<file path="src/rtl/cnn_window_gen_if.sv">
// Pixel-in / window-out stream bundle between a raster pixel source,
// the window generator and the downstream kernel stage.
interface cnn_window_gen_if #(
    parameter int unsigned KX     = 3,
    parameter int unsigned KY     = 3,
    parameter int unsigned I_F_BW = 8
);
    logic                       soft_reset_i;
    logic                       in_valid_i;
    logic [I_F_BW-1:0]          in_pixel_i;
    logic                       ot_valid_o;
    logic [KX*KY*I_F_BW-1:0]    ot_f_map_o;
    logic                       ot_done_o;

    modport master (
        output soft_reset_i,
        output in_valid_i,
        output in_pixel_i,
        input  ot_valid_o,
        input  ot_f_map_o,
        input  ot_done_o
    );

    modport slave (
        input  soft_reset_i,
        input  in_valid_i,
        input  in_pixel_i,
        output ot_valid_o,
        output ot_f_map_o,
        output ot_done_o
    );
endinterface

</file>
<file path="src/rtl/cnn_window_gen.sv">
// Streaming KX x KY sliding-window generator: raster pixels in, one packed
// window per valid position out, one cycle after the completing pixel.
module cnn_window_gen #(
    parameter int unsigned KX     = 3,
    parameter int unsigned KY     = 3,
    parameter int unsigned I_F_BW = 8,
    parameter int unsigned IX     = 8,
    parameter int unsigned IY     = 8
) (
    input  logic             clk,
    input  logic             reset_n,
    cnn_window_gen_if.slave  if_s
);
    localparam int unsigned CW  = (IX > 1) ? $clog2(IX) : 1;
    localparam int unsigned RW  = (IY > 1) ? $clog2(IY) : 1;
    localparam int unsigned NLB = (KY > 1) ? KY - 1 : 1;
    localparam int unsigned FW  = KX * KY * I_F_BW;

    typedef logic [I_F_BW-1:0] pix_t;

    logic [CW-1:0] r_col_cnt;
    logic [RW-1:0] r_row_cnt;
    logic          r_valid;
    logic          r_done;
    logic [FW-1:0] r_f_map;

    pix_t          r_lb      [NLB][IX];
    pix_t          w_lb_nxt  [NLB][IX];
    pix_t          r_win     [KX][KY];
    pix_t          w_win_nxt [KX][KY];
    pix_t          w_vcol    [KY];
    logic [FW-1:0] w_f_map_nxt;

    logic w_acc;
    logic w_col_last;
    logic w_row_last;
    logic w_run;
    logic w_emit;
    logic w_done;

    // Soft reset drops any pixel presented alongside it.
    assign w_acc      = if_s.in_valid_i & ~if_s.soft_reset_i;
    assign w_col_last = (r_col_cnt == CW'(IX - 1));
    assign w_row_last = (r_row_cnt == RW'(IY - 1));
    assign w_run      = (r_row_cnt >= RW'(KY - 1));
    assign w_emit     = w_acc & w_run & (r_col_cnt >= CW'(KX - 1));
    assign w_done     = w_emit & w_col_last & w_row_last;

    always_ff @(posedge clk or negedge reset_n) begin
        if (!reset_n) begin
            r_col_cnt <= '0;
            r_row_cnt <= '0;
        end else if (if_s.soft_reset_i) begin
            r_col_cnt <= '0;
            r_row_cnt <= '0;
        end else if (if_s.in_valid_i) begin
            if (w_col_last) begin
                r_col_cnt <= '0;
                r_row_cnt <= w_row_last ? '0 : r_row_cnt + 1'b1;
            end else begin
                r_col_cnt <= r_col_cnt + 1'b1;
            end
        end
    end

    always_ff @(posedge clk or negedge reset_n) begin
        if (!reset_n) begin
            r_valid <= 1'b0;
            r_done  <= 1'b0;
            r_f_map <= '0;
        end else if (if_s.soft_reset_i) begin
            r_valid <= 1'b0;
            r_done  <= 1'b0;
            r_f_map <= '0;
        end else begin
            r_valid <= w_emit;
            r_done  <= w_done;
            if (w_emit) begin
                r_f_map <= w_f_map_nxt;
            end
        end
    end

    // Line k delays by (k+1) rows; its tail is the pixel k+1 rows above.
    for (genvar k = 0; k < NLB; k++) begin : g_lb_line
        for (genvar i = 0; i < IX; i++) begin : g_lb_tap
            if (i == 0) begin : g_head
                if (k == 0) begin : g_first
                    assign w_lb_nxt[k][i] = if_s.in_pixel_i;
                end else begin : g_chain
                    assign w_lb_nxt[k][i] = r_lb[k-1][IX-1];
                end
            end else begin : g_body
                assign w_lb_nxt[k][i] = r_lb[k][i-1];
            end
        end
    end

    // Vertical column for the current column: y=KY-1 is the new pixel.
    assign w_vcol[KY-1] = if_s.in_pixel_i;
    for (genvar k = 0; k < KY - 1; k++) begin : g_vcol
        assign w_vcol[KY-2-k] = r_lb[k][IX-1];
    end

    for (genvar x = 0; x < KX; x++) begin : g_win_x
        for (genvar y = 0; y < KY; y++) begin : g_win_y
            if (x == KX - 1) begin : g_new
                assign w_win_nxt[x][y] = w_vcol[y];
            end else begin : g_shift
                assign w_win_nxt[x][y] = r_win[x+1][y];
            end
            assign w_f_map_nxt[(KY*x+y)*I_F_BW +: I_F_BW] = w_win_nxt[x][y];
        end
    end

    // Data path carries no reset: its contents are don't-care until refilled.
    always_ff @(posedge clk) begin
        if (w_acc) begin
            r_lb  <= w_lb_nxt;
            r_win <= w_win_nxt;
        end
    end

    assign if_s.ot_valid_o = r_valid;
    assign if_s.ot_done_o  = r_done;
    assign if_s.ot_f_map_o = r_f_map;

endmodule

</file>
<file path="src/flat_wrapper.sv">
// flat-port wrapper written by rule: the top's interface ports become plain ports
module cnn_window_gen_flat 
#(
    parameter int unsigned KX     = 3,
    parameter int unsigned KY     = 3,
    parameter int unsigned I_F_BW = 8,
    parameter int unsigned IX     = 8,
    parameter int unsigned IY     = 8
)
  (clk, reset_n, if_s_soft_reset_i, if_s_in_valid_i, if_s_in_pixel_i, if_s_ot_valid_o, if_s_ot_f_map_o, if_s_ot_done_o);
  cnn_window_gen_if #(.KX(KX), .KY(KY), .I_F_BW(I_F_BW)) if_s_i ();
  input  logic clk;
  input  logic reset_n;
  input wire logic [$bits(if_s_i.soft_reset_i)-1:0] if_s_soft_reset_i;
  input wire logic [$bits(if_s_i.in_valid_i)-1:0] if_s_in_valid_i;
  input wire logic [$bits(if_s_i.in_pixel_i)-1:0] if_s_in_pixel_i;
  output wire logic [$bits(if_s_i.ot_valid_o)-1:0] if_s_ot_valid_o;
  output wire logic [$bits(if_s_i.ot_f_map_o)-1:0] if_s_ot_f_map_o;
  output wire logic [$bits(if_s_i.ot_done_o)-1:0] if_s_ot_done_o;
  assign if_s_i.soft_reset_i = if_s_soft_reset_i;
  assign if_s_i.in_valid_i = if_s_in_valid_i;
  assign if_s_i.in_pixel_i = if_s_in_pixel_i;
  assign if_s_ot_valid_o = if_s_i.ot_valid_o;
  assign if_s_ot_f_map_o = if_s_i.ot_f_map_o;
  assign if_s_ot_done_o = if_s_i.ot_done_o;
  cnn_window_gen #(.KX(KX), .KY(KY), .I_F_BW(I_F_BW), .IX(IX), .IY(IY)) u_core (.clk(clk), .reset_n(reset_n), .if_s(if_s_i));
endmodule
</file>
<file path="config.mk">
export PLATFORM = sky130hd
export DESIGN_NAME = cnn_window_gen_flat
export DESIGN_NICKNAME = d
export VERILOG_FILES = /design/src/rtl/cnn_window_gen_if.sv /design/src/rtl/cnn_window_gen.sv /design/src/flat_wrapper.sv
export SDC_FILE = /design/constraint.sdc
export NUM_CORES = 1
export LEC_CHECK = 0
export BUFFER_PORTS_ARGS = -buffer_cell sky130_fd_sc_hd__buf_4
export CAP_MARGIN = 40
export CORE_ASPECT_RATIO = 0.6
export CORE_MARGIN = 1
export CORE_UTILIZATION = 58
export CTS_CLUSTER_DIAMETER = 80
export DETAILED_ROUTE_END_ITERATION = 8
export PLACE_DENSITY = 0.76
export REMOVE_ABC_BUFFERS = 1
export SLEW_MARGIN = 20
export SYNTH_ARGS = -nofsm -noshare
export SYNTH_HDL_FRONTEND = slang
export SYNTH_SLANG_ARGS = --single-unit
</file>
<file path="constraint.sdc">
create_clock -name clk -period 2.2 [get_ports clk]
set_input_delay 0.44 -clock clk [delete_from_list [all_inputs] [get_ports clk]]
set_output_delay 0.44 -clock clk [all_outputs]
set_load 0.05 [all_outputs]
</file>
; Word-level counts from Yosys, hierarchy flattened
; Cells that the tools add are included.
[totals]
output_inout_bits = 74
reg_bits = 224
word_cells = 50
inputBits = 12
[op_classes]
n_eq_ne = 2
order_cmp = 2
n_mux = 11
n_addsub = 2
n_reduce_logical = 4
bitwise = 6
[op_table]
columns = cell, n
row1 = two-way mux 72 bit, 2
row2 = two-way mux 3 bit, 7
row3 = "adder 3 x 1 -> 3 bit, second input constant", 2
row4 = "equality test 3 bit, second input constant", 2
row5 = "greater-or-equal comparator 3 x 2 -> 1 bit, second input constant", 2
row6 = nonzero test 2 bit, 3
row7 = AND 1 bit, 5
row8 = two-way mux 1 bit, 2
row9 = AND reduction 2 bit, 1
row10 = NOT 1 bit, 1

; Logic depth before layout (Yosys ltp)
[logic_depth]
ltp_word = 7
ltp_mapped = 7
mapped_depth_nobuf = 5

; Worst setup path after synthesis
; OpenSTA, ideal clock, no wires.
[synth_timing]
kind = input to register
start = input port if_s_in_valid_i
end = register u_core.r_f_map[10], in the netlist u_core.if_s.ot_f_map_o[10]
setup_time_ps = 125
n_path_buf = 3
required_time_ps = 2075
slack_ps = -2846
stages = 6
arrival_ps = 4921
path_cell_list = buf_2 -> and2b_1 -> o311a_1 -> buf_6 -> buf_12 -> mux2_4
[synth_between]
elab_chain_len = 4
[synth_rtl]
columns = item, line_no
row1 = "start, declared", flat_wrapper.sv:15  ; input wire logic [$bits(if_s_i.in_valid_i)-1:0] if_s_in_valid_i;
row2 = AND 1 bit, cnn_window_gen.sv:42  ; assign w_acc = if_s.in_valid_i & ~if_s.soft_reset_i;
row3 = net u_core.w_acc, cnn_window_gen.sv:34  ; logic w_acc;
row4 = AND 1 bit (2 in series), cnn_window_gen.sv:46  ; assign w_emit = w_acc & w_run & (r_col_cnt >= CW'(KX - 1));
row5 = nonzero test 2 bit (no line), n/a
row6 = "end signal, assigned", cnn_window_gen.sv:79  ; r_f_map <= w_f_map_nxt;
row7 = "end, declared", cnn_window_gen.sv:25  ; logic [FW-1:0] r_f_map;
; The timed path passes the listed nets, and every way through them passes these cells.
; A chain may end at the register's enable or synchronous reset.

; Final worst setup path
[layout_timing]
start = register u_core.r_col_cnt[0]
end = register u_core.r_f_map[16], in the netlist u_core.if_s.ot_f_map_o[16]
[layout_between]
elab_chain_len = 3
[layout_rtl]
columns = item, line_no
row1 = "start, declared", cnn_window_gen.sv:21  ; logic [CW-1:0] r_col_cnt;
row2 = "start signal, assigned", cnn_window_gen.sv:61  ; r_col_cnt <= r_col_cnt + 1'b1;
row3 = greater-or-equal comparator 3 x 2 -> 1 bit, cnn_window_gen.sv:46
row4 = AND 1 bit, cnn_window_gen.sv:46
row5 = nonzero test 2 bit (no line), n/a
; No other way between the ends.

==> run summary <==
FP Rows -> 33
Dpl ws -> 266.4 ps
Per-cell routed wire length -> 16.90 um
Fmax -> 509.1 MHz
GPL Wtd Cong -> 0.6904
CTS tree -> done
Cell count after synthesis -> 415
Hpwl dp -> 6.712 mm
Worst Path Required -> 2570 ps
Share of cells above drive strength 1 -> 0.3643
Mapped Avg Cell Area -> 19.75 sq um
Num Clock Sinks -> 224
Worst rel slew slack -> 0.4517
Nets -> 531
ANT nets after route -> 0
Total routed wirelength -> 12.15 mm
Clock Root Buffer -> clkbuf_16
Post-synthesis sequential area ratio -> 0.7718
Top cell type's share of synthesized area -> 0.5276
Placed Cells -> 681
# Post-CTS Setup Buffers -> 0
Synth area leader -> edfxtp_1
# hold bufs at CTS -> 1
Cts bufs inserted -> 20
Setup CP Type -> reg2reg
Tmin final -> 1964 ps
Final worst slack -> 235.9 ps
Initial Utilization -> 0.5979
Die area -> 14,630 sq um
Area contributors post-synth -> edfxtp_1 (53%), dfrtp_1 (24%), mux2_4 (11%)
Die height -> 94.09 um
Syn. warnings -> 0
Multi-input logic area -> 1700 sq um
Slew @ Worst Pin -> 822.4 ps
DIE WIDTH -> 155.5 um
Initial antenna violation count -> 0
LEAKAGE -> 0.004029 uW
Post-Place Cell Area -> 9024 sq um
I/O Pins -> 86
Cell variety after synth -> 22
Via density -> 5.038
Finish-stage setup viols -> 0
Fin area -> 9682 sq um
Reg2reg path depth -> 6
Utilization after layout -> 0.7063
Area delta synth->final -> 18.12%
Max IR drop VDD -> 0.4110 mV
Grt ovf -> 0
Fillers -> 909
All-Layer GR Usage -> 0.1759
Crit-path max FO -> 26
# DRC -> 0
First-pass GRT wire length -> 19.64 mm
Max H-tree Level -> 1
Max Cap Viol -> 0
Cts repair resizes -> 0
Register Area -> 6326 sq um
Port-buffer cells -> 85
Final Hold Fails -> 0
Core area -> 13,710 sq um
Fin. max-slew vios -> 0
Post-route insts no fill -> 719
Buffers from clock root to sink, at most -> 3
Syn Std Cell Area -> 8197 sq um
Drt initial violations -> 262
RSZ-0062 raised after global routing -> false
Diode count -> 0
Min-delay worst type -> in2reg
Crit path arrival time -> 2340 ps
PwrDens -> 840.6 nW/um^2
Post-route clock skew -> 16.78 ps
Final TNS setup -> 0 ps
DR vias -> 3,622
Clk_lat worst skew -> 490 ps
Post-synthesis register bit count -> 224
Hold path cells -> 1
Vias in the first global route -> 3,794
Clk slew on worst S/H paths -> 70 ps
Pin count of the biggest net entering global routing -> 145
Startpoint Class -> register
Crit path capture type -> register
Router iterations before antenna repair -> 4
Status -> completed
Tcrit/Tclk final -> 0.8928
## report_power, final
group / internal (uW) / total (uW) / switching (uW)
combinational: 38.2 / 159 / 120
clock: 1920 / 3340 / 1420
sequential: 4610 / 4640 / 37.1
## cells by family (layout without fill, tap and decap cells)
family	after synthesis	count (layout)	share of synthesized area
compound gates	3	3	0.002442
fa+ha+maj	6	6	0.009159
buf+inv	20	132	0.02244
flops	224	224	0.7718
mux	76	76	0.1313
simple gates	86	86	0.06289
## sequential cells by signal, indices dropped and copies added (netlist names)
name	count
u_core.if_s.ot_f_map_o	72
u_core.r_lb	128
u_core.if_s.ot_valid_o	1
u_core.if_s.ot_done_o	1
u_core.r_row_cnt	3
u_core.r_col_cnt	3
u_core.r_win	16
## layer usage
layer  track usage  wire (um)  vias to the layer above
met5             0          0                        -
met4       0.04820        221                        0
met3       0.04474        627                       23
met2        0.2653       5360                       97
met1        0.2566       5944                     1819
li1              -          -                     1683
## worst max-delay path: stages (launching register included)
cell and delay, ps:
dfrtp_1 410, inv_1 70, ha_1 180, or3_1 430, o311a_4 220, buf_12 210, mux2_4 310
## area by class of cell
cell class | count | share of cell area
Clock buffer | 32 | 0.05958
Clock inverter | 4 | 0.004523
Inverter | 3 | 0.001163
Multi-Input combinational cell | 171 | 0.1756
Sequential cell | 224 | 0.6534
Tap cell | 192 | 0.02481
Timing Repair Buffer | 93 | 0.08090
## cell usage after synthesis
cell,instances
or3_1,1
nor2b_1,72
and2b_1,1
buf_1,1
clkbuf_1,6
buf_12,6
nor2_1,6
nand2_1,3
mux2i_1,4
a21oi_1,2
ha_1,6
o311a_1,1
edfxtp_1,144
mux2_4,60
inv_1,3
buf_2,3
nand3_1,1
buf_6,1
or2_2,1
mux2_2,12
dfrtp_1,80
and3_1,1
## per-stage QoR
| step | hold slack [ps] | power (uW) |
|---|---|---|
| global route | 109.1 | 8410 |
| finish | 128.8 | 8138 |
| CTS | 116.0 | 8208 |
| floorplan | 144.4 | 4781 |
| global placement | 400.9 | 4873 |
| detailed placement | 404.5 | 4887 |
## cell usage in the layout (no fill, tap or decap), types with 2 or more instances in the layout
cell type and n:
nor2_1 6, mux2i_1 4, buf_12 5, buf_4 86
clkinv_2 2, edfxtp_1 144, mux2_2 12, ha_1 6
nand2_1 3, dfrtp_1 80, mux2_4 60, inv_1 3
nor2b_1 72, a21oi_1 2, clkbuf_16 21, clkbuf_1 10
## worst paths after layout
kind	startpoint	endpoint	slack, ps
worst max-delay path	u_core.r_col_cnt[0]	u_core.if_s.ot_f_map_o[16]	240
worst min-delay path	if_s_in_pixel_i[4]	u_core.r_lb[124]	130
worst max register to register	u_core.r_col_cnt[0]	u_core.if_s.ot_f_map_o[16]	240
worst min register to register	u_core.r_lb[13]	u_core.r_lb[5]	420
max in group asynchronous	reset_n	u_core.if_s.ot_f_map_o[36]	1080
min in group asynchronous	reset_n	u_core.if_s.ot_f_map_o[31]	490
No activity file was read; power rests on OpenSTA's default activity.
